`src/rtl/mips_ctrl_pkg.sv`:
```
// mips_ctrl_pkg: opcodes, ALU op codes, FSM states and opcode classes for the multi-cycle MIPS controller.
package mips_ctrl_pkg;
  localparam logic [5:0] OP_RTYPE = 6'b000000;
  localparam logic [5:0] OP_LW = 6'b100011;
  localparam logic [5:0] OP_SW = 6'b101011;
  localparam logic [5:0] OP_BEQ = 6'b000100;
  localparam logic [1:0] ALU_ADD = 2'b00;
  localparam logic [1:0] ALU_SUB = 2'b01;
  localparam logic [1:0] ALU_FUNCT = 2'b10;
  // TRAP uses a fourth state bit so its low three bits alias IDLE on state_dbg.
  typedef enum logic [3:0] {
    IDLE = 4'd0, FETCH = 4'd1, DECODE = 4'd2, EXEC_R = 4'd3,
    EXEC_MEM = 4'd4, EXEC_BEQ = 4'd5, MEM = 4'd6, WB = 4'd7, TRAP = 4'd8
  } state_e;
  typedef enum logic [1:0] {CLS_R, CLS_MEM, CLS_BEQ, CLS_ILL} op_class_e;
endpackage

```
`src/rtl/mips_op_decode.sv`:
```
// mips_op_decode: combinational opcode classifier shared by the multi-cycle and pipelined cores.
module mips_op_decode
  import mips_ctrl_pkg::*;
(
  input  logic [5:0] opcode_i,
  output op_class_e  cls_o,
  output logic       is_store_o,
  output logic       is_load_o,
  output logic       legal_o
);
  assign is_load_o = opcode_i == OP_LW;
  assign is_store_o = opcode_i == OP_SW;
  assign cls_o = (opcode_i == OP_RTYPE) ? CLS_R :
                 (is_load_o || is_store_o) ? CLS_MEM :
                 (opcode_i == OP_BEQ) ? CLS_BEQ : CLS_ILL;
  assign legal_o = cls_o != CLS_ILL;
endmodule

```
`src/rtl/mips_multicycle_ctrl.sv`:
```
// mips_multicycle_ctrl: Moore-style multi-cycle MIPS control FSM with a ready/request shared memory port.
module mips_multicycle_ctrl
  import mips_ctrl_pkg::*;
#(
  parameter int CNT_W = 16,
  parameter bit ILLEGAL_HALT = 1'b1
) (
  input  logic             clk,
  input  logic             reset,
  input  logic             run,
  input  logic [5:0]       opcode,
  input  logic             alu_zero,
  input  logic             mem_ready,
  output logic             mem_req,
  output logic             mem_we,
  output logic             mem_addr_sel,
  output logic             ir_we,
  output logic             pc_we,
  output logic             pc_src,
  output logic             rf_we,
  output logic             rf_dst_sel,
  output logic             rf_wdata_sel,
  output logic             alu_src_b,
  output logic [1:0]       alu_op,
  output logic             illegal,
  output logic             busy,
  output logic [2:0]       state_dbg,
  output logic [CNT_W-1:0] retired
);
  state_e state_q, state_d;
  logic illegal_q, illegal_d, retire;
  logic [CNT_W-1:0] retired_q;
  op_class_e cls;
  logic is_store, is_load, legal;
  mips_op_decode u_dec (
    .opcode_i(opcode),
    .cls_o(cls),
    .is_store_o(is_store),
    .is_load_o(is_load),
    .legal_o(legal)
  );
  always_ff @(posedge clk) begin
    if (reset) begin
      state_q <= IDLE;
      illegal_q <= 1'b0;
      retired_q <= '0;
    end else begin
      state_q <= state_d;
      illegal_q <= illegal_d;
      retired_q <= retire ? retired_q + CNT_W'(1) : retired_q;
    end
  end
  always_comb begin
    state_d = state_q;
    illegal_d = illegal_q;
    retire = 1'b0;
    mem_req = 1'b0;
    mem_we = 1'b0;
    mem_addr_sel = 1'b0;
    ir_we = 1'b0;
    pc_we = 1'b0;
    pc_src = 1'b0;
    rf_we = 1'b0;
    rf_dst_sel = 1'b0;
    rf_wdata_sel = 1'b0;
    alu_src_b = 1'b0;
    alu_op = ALU_ADD;
    case (state_q)
      IDLE: state_d = run ? FETCH : IDLE;
      FETCH: begin
        mem_req = 1'b1;
        ir_we = mem_ready;
        pc_we = mem_ready;
        state_d = mem_ready ? DECODE : FETCH;
      end
      DECODE: begin
        if (!legal) begin
          illegal_d = 1'b1;
          state_d = TRAP;
          retire = !ILLEGAL_HALT;
        end else begin
          state_d = (cls == CLS_R) ? EXEC_R : (cls == CLS_MEM) ? EXEC_MEM : EXEC_BEQ;
        end
      end
      EXEC_R: begin
        alu_op = ALU_FUNCT;
        state_d = WB;
      end
      EXEC_MEM: begin
        alu_src_b = 1'b1;
        state_d = MEM;
      end
      EXEC_BEQ: begin
        alu_op = ALU_SUB;
        pc_src = 1'b1;
        pc_we = alu_zero;
        retire = 1'b1;
      end
      MEM: begin
        mem_req = 1'b1;
        mem_addr_sel = 1'b1;
        mem_we = is_store;
        retire = mem_ready && is_store;
        state_d = (mem_ready && !is_store) ? WB : MEM;
      end
      WB: begin
        rf_we = 1'b1;
        rf_dst_sel = !is_load;
        rf_wdata_sel = is_load;
        retire = 1'b1;
      end
      TRAP: state_d = TRAP;
      default: state_d = IDLE;
    endcase
    // run is only looked at on the retirement cycle, so a stop never aborts an instruction.
    if (retire) state_d = run ? FETCH : IDLE;
  end
  assign illegal = illegal_q;
  assign busy = state_q != IDLE && state_q != TRAP;
  assign state_dbg = state_q[2:0];
  assign retired = retired_q;
endmodule

```
`config.mk`:
```
export PLATFORM = sky130hd
export DESIGN_NAME = mips_multicycle_ctrl
export DESIGN_NICKNAME = d
export VERILOG_FILES = /design/src/rtl/mips_ctrl_pkg.sv /design/src/rtl/mips_op_decode.sv /design/src/rtl/mips_multicycle_ctrl.sv
export SDC_FILE = /design/constraint.sdc
export NUM_CORES = 1
export LEC_CHECK = 0
export CAP_MARGIN = 20
export CORE_UTILIZATION = 40
export CTS_CLUSTER_DIAMETER = 80
export DETAILED_ROUTE_END_ITERATION = 7
export PLACE_DENSITY_LB_ADDON = 0.25
export SLEW_MARGIN = 10
export SYNTH_ARGS = -nofsm -noshare
export SYNTH_HDL_FRONTEND = slang
export SYNTH_SLANG_ARGS = --single-unit
export TNS_END_PERCENT = 50
```
`constraint.sdc`:
```
create_clock -name clk -period 1.71 [get_ports clk]
set_clock_uncertainty 0.2 [all_clocks]
set_input_delay 0.342 -clock clk [delete_from_list [all_inputs] [get_ports clk]]
set_output_delay 0.342 -clock clk [all_outputs]
set_load 0.02 [all_outputs]
```
==> results.toml, run 1 <==
[route]
first_pass_iters = 4
vias = 1443
antenna_left = 0
drc = 0
totalWireLength_um = 4200
wl_per_cell_um = 14.7
drtIter0Drc = 42
viasPerCell = 5.06

[sta]
tightest_slew_ns = 0.374
finalSetupViolations = 29
fmax_mhz = 523
min_period_ns = 1.91
fin_setup_tns_ns = -3.97
timing.final.ws_setup_ns = -0.203
slew_headroom_pct = 74.4
slew_viol_final = 0
post-route-period-util_pct = 112
finalHoldViolCount = 0
rsz0062_at_grt = "true"

[critical_path]
path_buf_inv = 2
crit_path_start_kind = "flop"
critPathMostFrequentCell = "buf_6"
crit_chain = "buf_6 > nand3b_1 > nor2_4 > buf_6"
end_kind = "output pin"
worst_ep_arrival_time_ns = 1.37
crit_path_max_incr_delay_ns = 0.35
crit_required_ns = 1.17
crit_fanout = 6
path_class = "reg -> out"
path_delay_family = "simple AND/OR/NAND/NOR gates"
cpMaxStageDelayCell = "dfxtp_2"

[floorplanning]
fp.dieArea_sq_mm = 0.00345
ioPinCount = 44
row_count = 20
die_y_um = 58.7
start_util_pct = 42.2
dieWidth_um = 58.7
design.core.area_sq_mm = 0.00305

[global_route]
grt_max_degree = 20
grt_pass1_vias = 1474
grtUsageMet3_pct = 3.30
use_met1_pct = 28.0
grt-busiest-layer = "met2"
overflow = 0
grt_antenna_before_repair = 0
grt_pass1_wl_um = 6520
grtUsageTotal_pct = 24.9
grt_util_met2_pct = 45.6

[layout]
layout_commonest_cell = "buf_4"
nets = 256
final_layout_size_suffix_gt1_share_pct = 47.7
areaGrowthSynthToFinish_pct = 83.4
fill_cells = 224
final_cell_mix = "buf_4, nor2_1, dlygate4sd2_1, buf_6, xnor2_1"
stdcell_count = 285
diodes = 0

[clock_tree]
root_buffer = "clkbuf_4"
cts.sinks = 21
h-tree-depth = 1
cts_tree = "done"
clk_latency_ns = 0.31
cts_buffers = 3
cts_hold_buf = 0
cts_buffer_depth = 2
clkSlewWorstSetupHoldPaths_ns = 0.12

[synth]
ys_types = 37
syn_area_sq_mm = 0.00129
synth_edf_count = 0
seq_area_frac_synth_pct = 32.7
ys_top_cells_by_area = "dfxtp_1, xnor2_1, nor2_1, a21oi_1, a2111oi_2"
synthFlopType = "dfxtp_1"
ys_ff_latch = 21
synth_top_area_share_pct = 32.7
ys_warn_count = 0
synth_cells = 157
async_reset_ff_share_pct = 0
syn-num-nets = 171
synth_top_area_cell = "dfxtp_1"
synth.avg_cell_area_sq_um = 8.20

[placement]
dp_cells = 262
dpl.hpwl_um = 2630
place_congestion = 0.799
port_buffers = 43

[power]
finalPower_mw = 0.948
powerDensity_mw_per_mm2 = 402
peakVddDrop_v = 0.000385
p_leak_nw = 1.03

[status]
status = "complete, but fails checks"
violations = "setup timing"

[hold_path]
hold_class = "reg -> reg"

[flow_run]
drv_cap = 0
per-layer routing:
layer | part of all wire, % | routed length [um]
met3 | 3.6 | 150
met1 | 41 | 1730
met2 | 53 | 2220
met5 | 0 | 0
met4 | 2.5 | 103
Yosys cell counts, drive strengths merged, types with 2 or more instances:
master / instances
inv: 5
buf: 7
dfxtp: 21
nor2: 28
a31oi: 2
and4: 2
and4bb: 2
a211oi: 6
a21oi: 10
a2111oi: 5
o21ai: 2
o21a: 3
nand4: 5
nand3b: 2
nor3: 2
xnor2: 15
nand3: 7
and3: 3
ha: 3
nand2: 10
clkbuf: 7
cells by family (layout without fill, tap and decap cells):
group                      count (synthesis)  count (layout)  synth area share, %
and+or+nand+nor                           68              68                 28.2
muxes                                      1               1                0.777
DFF                                       21              21                 32.7
buffers and inverters                     19             103                 6.90
AOI/OAI and AO/OA                         30              30                 18.4
adders and majority gates                  3               3                 2.92
xor gates and xnor gates                  15              15                 10.2
registers in the layout, indices dropped and copies added (netlist names):
signal and flops:
retired 16, state_q 4, illegal 1
worst reg2reg max path, stage by stage (launching register included):
cell and delay (ns):
dfxtp_4 0.39, and4bb_4 0.34, nand4_4 0.18, bufbuf_16 0.33
a21oi_1 0.17, xnor2_1 0.13, nor2_1 0.05
final timing paths:
check	startpoint	to	slack [ns]	cells past startpoint
worst max-delay path	state_q[3]	alu_op[0]	-0.20	4
worst min-delay path	retired[5]	retired[5]	0.32	2
worst max register to register	state_q[0]	retired[6]	-0.18	6
worst min register to register	retired[5]	retired[5]	0.32	2
report_power, final:
part | internal [mW] | switching (mW) | total, mW
Sequential | 0.492 | 0.00746 | 0.499
Clock | 0.0874 | 0.157 | 0.244
Combinational | 0.109 | 0.0955 | 0.205
Total | 0.689 | 0.260 | 0.948
timing repair:
item,CTS,global route
gates cloned,2,0
pin swaps,23,4
endpoints found under the setup margin,53,32
setup buffers,12,5
gates resized for setup,142,21
layout make-up:
type	instances	area, sq um	area share [%]
multi-input cells	117	938	39.7
well taps	44	55.1	2.33
flip-flops and latches	21	439	18.6
inverters	5	18.8	0.795
clock inverters	1	5.00	0.212
clock buffers	3	22.5	0.954
repair buffers	94	882	37.4
per-stage QoR:
| stage | hold WS, ns | instance area (sq um) | utilization [%] | worst slack [ns] |
|---|---|---|---|---|
| 2_1_floorplan | 0.338 | 1360 | - | -0.229 |
| 3_3_place_gp | 0.274 | 2020 | 66.1 | -0.723 |
| 3_5_place_dp | 0.293 | 2020 | 66.1 | -0.804 |
| 4_1_cts | 0.317 | 2250 | 73.7 | -0.216 |
| 5_1_grt | 0.343 | 2360 | 77.3 | -0.268 |
| 6_report | 0.317 | 2360 | 77.3 | -0.203 |
Note: power is estimated with default switching activity, not from simulation.
==> run 2: changes to the inputs <==
--- a/config.mk
+++ b/config.mk
@@ -10,6 +10,7 @@
 export CTS_CLUSTER_DIAMETER = 80
 export DETAILED_ROUTE_END_ITERATION = 7
 export PLACE_DENSITY_LB_ADDON = 0.25
+export SETUP_SLACK_MARGIN = 0.2
 export SLEW_MARGIN = 10
 export SYNTH_ARGS = -nofsm -noshare
 export SYNTH_HDL_FRONTEND = slang
==> results.toml, run 2 (same netlist as run 1, synthesis figures left out) <==
[power]
peakVddDrop_v = 0.000450
p_switching_mw = 0.263
internal_power_mw = 0.674
clkPwrFrac_pct = 26.8
swShare_pct = 28.0
p_comb_share_pct = 20.3
finalPower_mw = 0.937
p_leak_nw = 0.921
powerDensity_mw_per_mm2 = 405
pwr-share-seq_pct = 52.9

[sta]
slew_viol_final = 0
timing.final.ws_setup_ns = -0.243
tightest_slew_ns = 0.360
fmax_mhz = 512
post-route-period-util_pct = 114
fin_setup_tns_ns = -4.87
rsz0062_at_grt = "true"
slew_headroom_pct = 75.9
min_period_ns = 1.95
fin_hold_ws_ns = 0.322
finalHoldViolCount = 0
finalSetupViolations = 31

[critical_path]
cp_num_cells = 7
worst_ep_arrival_time_ns = 1.97
crit_path_start_kind = "flop"
end_kind = "flop"
r2r_cells = 7
path_class = "reg -> reg"
path_buf_inv = 3
path_delay_family = "buffers and inverters"
crit_fanout = 10
crit_path_max_incr_delay_ns = 0.38
crit_chain = "buf_6 > nand3b_1 > buf_12 > buf_4 > a211oi_2 > xnor2_1 > nor2_1"
crit_required_ns = 1.73
cpMaxStageDelayCell = "dfxtp_4"

[placement]
postPlaceCellArea_sq_mm = 0.00197
port_buffers = 43
place_congestion = 0.797
dpl.hpwl_um = 2570
dp_cells = 258

[global_route]
grt_pass1_wl_um = 6490
grt_antenna_before_repair = 0
grt_max_degree = 20
overflow = 0
grtUsageTotal_pct = 24.5
grt_pass1_vias = 1412

[route]
drc = 0
antenna_left = 0
drtIter0Drc = 62
vias = 1507
viasPerCell = 5.34
totalWireLength_um = 4340
first_pass_iters = 4
wl_per_cell_um = 15.4

[layout]
stdcell_count = 282
final_layout_size_suffix_gt1_share_pct = 54.2
final_cell_mix = "buf_4, nor2_1, buf_6, xnor2_1, dfxtp_1"
fill_cells = 218
areaGrowthSynthToFinish_pct = 79.7
fin_area_sq_mm = 0.00231
nets = 253
largest_reg_flops = 16
layout_commonest_cell = "buf_4"
diodes = 0

[flow_run]
drv_cap = 0

[clock_tree]
cts_buffers = 3
clkSlewWorstSetupHoldPaths_ns = 0.13
cts_buffer_depth = 2
cts.sinks = 21
cts_hold_buf = 0
cts_tree = "done"
h-tree-depth = 1
clk_latency_ns = 0.32
root_buffer = "clkbuf_4"

[hold_path]
whs_path_depth = 2
hold_class = "reg -> reg"

[floorplanning]
row_count = 20
die_y_um = 58.7
ioPinCount = 44
fp.dieArea_sq_mm = 0.00345
dieWidth_um = 58.7
design.core.area_sq_mm = 0.00305
start_util_pct = 42.2

[status]
status = "complete, but fails checks"
violations = "setup timing"
[run 2: changes by cell type in the layout (fill, tap and decap cells not counted), moves of 2 or more]
cell             before  now
a2111oi_2             2    0
a2111oi_4             1    3
buf_2                 5    8
buf_4                42   45
bufbuf_16             2    0
clkbuf_2              0    3
clkdlybuf4s15_1       1    3
clkdlybuf4s15_2       0    6
dlygate4sd2_1        21    2
nor2_1               22   24
nor2_4                4    2
[run 2: worst paths after layout]
kind              startpoint         end  slack (ns)
hold reg to reg      illegal     illegal        0.32
hold / removal       illegal     illegal        0.32
setup reg to reg  state_q[3]  retired[5]       -0.24
setup / recovery  state_q[3]  retired[5]       -0.24
[run 2: stage by stage]
stage	setup slack [ns]	utilization, %
global route	-0.308	75.8
CTS	-0.222	73.7
floorplan	-0.207	-
global placement	-0.722	64.5
finish	-0.243	75.8
detailed placement	-0.782	64.5
[run 2: tightest hold or removal path, stage by stage (launching register included)]
cell,delay [ns]
dfxtp_1,0.37
a41oi_1,0.05
nor2_1,0.08
[run 2: area by class of cell]
type                       instances  area [sq um]  area share, %
timing repair buffer              91           812           35.1
sequential                        21           442           19.1
tap                               44          55.1           2.38
clock inverter                     1          5.00          0.216
clock buffer                       3          22.5          0.973
multi-input combinational        117           958           41.4
inverter                           5          18.8          0.811
[run 2: power by group through the flow]
stage | registers, mW | clock network (mW) | logic (mW)
after floorplan | 0.509 | 0 | 0.0848
after global placement | 0.511 | 0 | 0.161
after detailed placement | 0.511 | 0 | 0.166
after CTS | 0.495 | 0.243 | 0.184
after global routing | 0.497 | 0.278 | 0.204
final | 0.496 | 0.251 | 0.190
[run 2: layer usage]
| layer | track usage (%) | part of all wire (%) | vias up |
|---|---|---|---|
| li1 | - | - | 713 |
| met1 | 30.3 | 41 | 740 |
| met2 | 42.9 | 53 | 45 |
| met3 | 2.64 | 4.1 | 9 |
| met4 | 10.9 | 1.9 | 0 |
| met5 | 0 | 0 | - |
[run 2: timing repair]
action / in CTS / in global routing
setup endpoints to repair: 54 / 51
setup buffers: 10 / 9
cloned: 1 / 0
gates resized for setup: 197 / 22
pin swaps: 40 / 9
==> run 3: changes to the inputs <==
--- a/config.mk
+++ b/config.mk
@@ -10,7 +10,7 @@
 export CTS_CLUSTER_DIAMETER = 80
 export DETAILED_ROUTE_END_ITERATION = 7
 export PLACE_DENSITY_LB_ADDON = 0.25
-export SETUP_SLACK_MARGIN = 0.2
+export SETUP_SLACK_MARGIN = 0.05
 export SLEW_MARGIN = 10
 export SYNTH_ARGS = -nofsm -noshare
 export SYNTH_HDL_FRONTEND = slang
==> results.toml, run 3 (same netlist as run 1, synthesis figures left out) <==
[status]
status = "complete, but fails checks"
violations = "setup timing"

[sta]
slew_headroom_pct = 73.2
finalSetupViolations = 31
tightest_slew_ns = 0.402
slew_viol_final = 0
fin_hold_ws_ns = 0.314
finalHoldViolCount = 0
min_period_ns = 2.02
post-route-period-util_pct = 118
rsz0062_at_grt = "true"
timing.final.ws_setup_ns = -0.313
fmax_mhz = 494
fin_setup_tns_ns = -4.99

[critical_path]
crit_path_max_incr_delay_ns = 0.38
crit_fanout = 7
worst_ep_arrival_time_ns = 2.03
cpMaxStageDelayCell = "dfxtp_4"
path_buf_inv = 1
reg2reg_slack_ns = -0.31
reg2reg_to = "retired[12]"
crit_path_start_kind = "flop"
path_class = "reg -> reg"
end_kind = "flop"
crit_chain = "and4bb_4 > nand4_4 > buf_12 > a211oi_4 > xnor2_1 > nor2_1"
cp-endpoint = "retired[12]"
r2r_cells = 6
cp-startpoint = "state_q[3]"
cp_num_cells = 6
path_delay_family = "simple AND/OR/NAND/NOR gates"
crit_required_ns = 1.72
timing.rr.start = "state_q[3]"

[global_route]
overflow = 0
grt_antenna_before_repair = 0
grt_max_degree = 20
grt_pass1_wl_um = 6210
grtUsageTotal_pct = 23.5
grt_pass1_vias = 1446

[clock_tree]
cts_tree = "done"
h-tree-depth = 1
cts.sinks = 21
clkSlewWorstSetupHoldPaths_ns = 0.12
root_buffer = "clkbuf_4"
cts_hold_buf = 0
cts_buffer_depth = 2
clk_latency_ns = 0.32
cts_buffers = 3

[power]
p_comb_share_pct = 22.3
p_switching_mw = 0.268
internal_power_mw = 0.695
peakVddDrop_v = 0.000449
pwr-share-seq_pct = 52.0
p_leak_nw = 0.944
clkPwrFrac_pct = 25.8
swShare_pct = 27.9
finalPower_mw = 0.963
powerDensity_mw_per_mm2 = 404

[route]
drc = 0
viasPerCell = 5.41
totalWireLength_um = 4600
drtIter0Drc = 67
first_pass_iters = 4
wl_per_cell_um = 16.4
antenna_left = 0
vias = 1520

[layout]
areaGrowthSynthToFinish_pct = 85.1
stdcell_count = 281
final_cell_mix = "buf_4, nor2_1, buf_6, xnor2_1, dlygate4sd2_1"
largest_reg_flops = 16
final_layout_size_suffix_gt1_share_pct = 52.7
multi_input_area_sq_mm = 0.00105
nets = 252
diodes = 0
seq_area_sq_um = 439
layout_commonest_cell = "buf_4"
fill_cells = 199

[flow_run]
drv_cap = 0

[placement]
dp_cells = 266
place_congestion = 0.816
port_buffers = 43
dpl.hpwl_um = 2800

[floorplanning]
ioPinCount = 44
start_util_pct = 42.2
row_count = 20
die_y_um = 58.7
fp.dieArea_sq_mm = 0.00345
dieWidth_um = 58.7
design.core.area_sq_mm = 0.00305

[hold_path]
whs_path_depth = 2
hold_class = "reg -> reg"
==> run 3: repair_timing <==
item / in CTS / in global routing
buffers inserted: 10 / 2
pin swaps: 38 / 12
setup endpoints to repair: 54 / 45
resized for setup: 151 / 49
hold endpoints to repair: 0 / 0
==> run 3: cell type report <==
cell class | instances | area share, %
Tap cell | 44 | 2.31
Clock buffer | 4 | 1.10
Inverter | 5 | 0.892
Sequential cell | 21 | 18.4
Multi-Input combinational cell | 117 | 44.0
Timing Repair Buffer | 90 | 33.2
==> run 3: worst reg2reg max path: cells and delay by family, from the launching register on <==
family	cells	cell delay (ns)
compound gates	1	0.25
xor+xnor	1	0.17
buf+inv	1	0.24
simple gates	3	0.69
flops	1	0.38
==> run 3: worst min-delay path by stage <==
stage / endpoint / startpoint / slack (ns)
after detailed placement: illegal / illegal / 0.28
after CTS: illegal / illegal / 0.31
final: illegal / illegal / 0.31
after global routing: illegal / illegal / 0.35
after floorplan: state_q[1] / reset / 0.34
after global placement: illegal / illegal / 0.27
==> run 3: through the flow <==
step	worst slack, ns	utilization, %	area [sq um]
after detailed placement	-0.812	66.4	2030
after CTS	-0.223	73.4	2240
after global routing	-0.344	78.1	2380
final	-0.313	78.1	2380
after global placement	-0.724	66.4	2030
after floorplan	-0.207	-	1360
==> run 3: routing by layer <==
| layer | GRT usage (%) | vias up | wire length (um) |
|---|---|---|---|
| li1 | - | 720 | - |
| met1 | 27.1 | 751 | 1800 |
| met2 | 43.0 | 34 | 2520 |
| met3 | 5.71 | 15 | 144 |
| met4 | 6.12 | 0 | 138 |
| met5 | 0 | - | 0 |
==> run 3: power groups by stage <==
stage | registers, mW | logic, mW | clock network (mW)
2_1_floorplan | 0.509 | 0.0827 | 0
3_3_place_gp | 0.511 | 0.166 | 0
3_5_place_dp | 0.511 | 0.170 | 0
4_1_cts | 0.500 | 0.182 | 0.249
5_1_grt | 0.502 | 0.227 | 0.276
6_report | 0.501 | 0.214 | 0.248
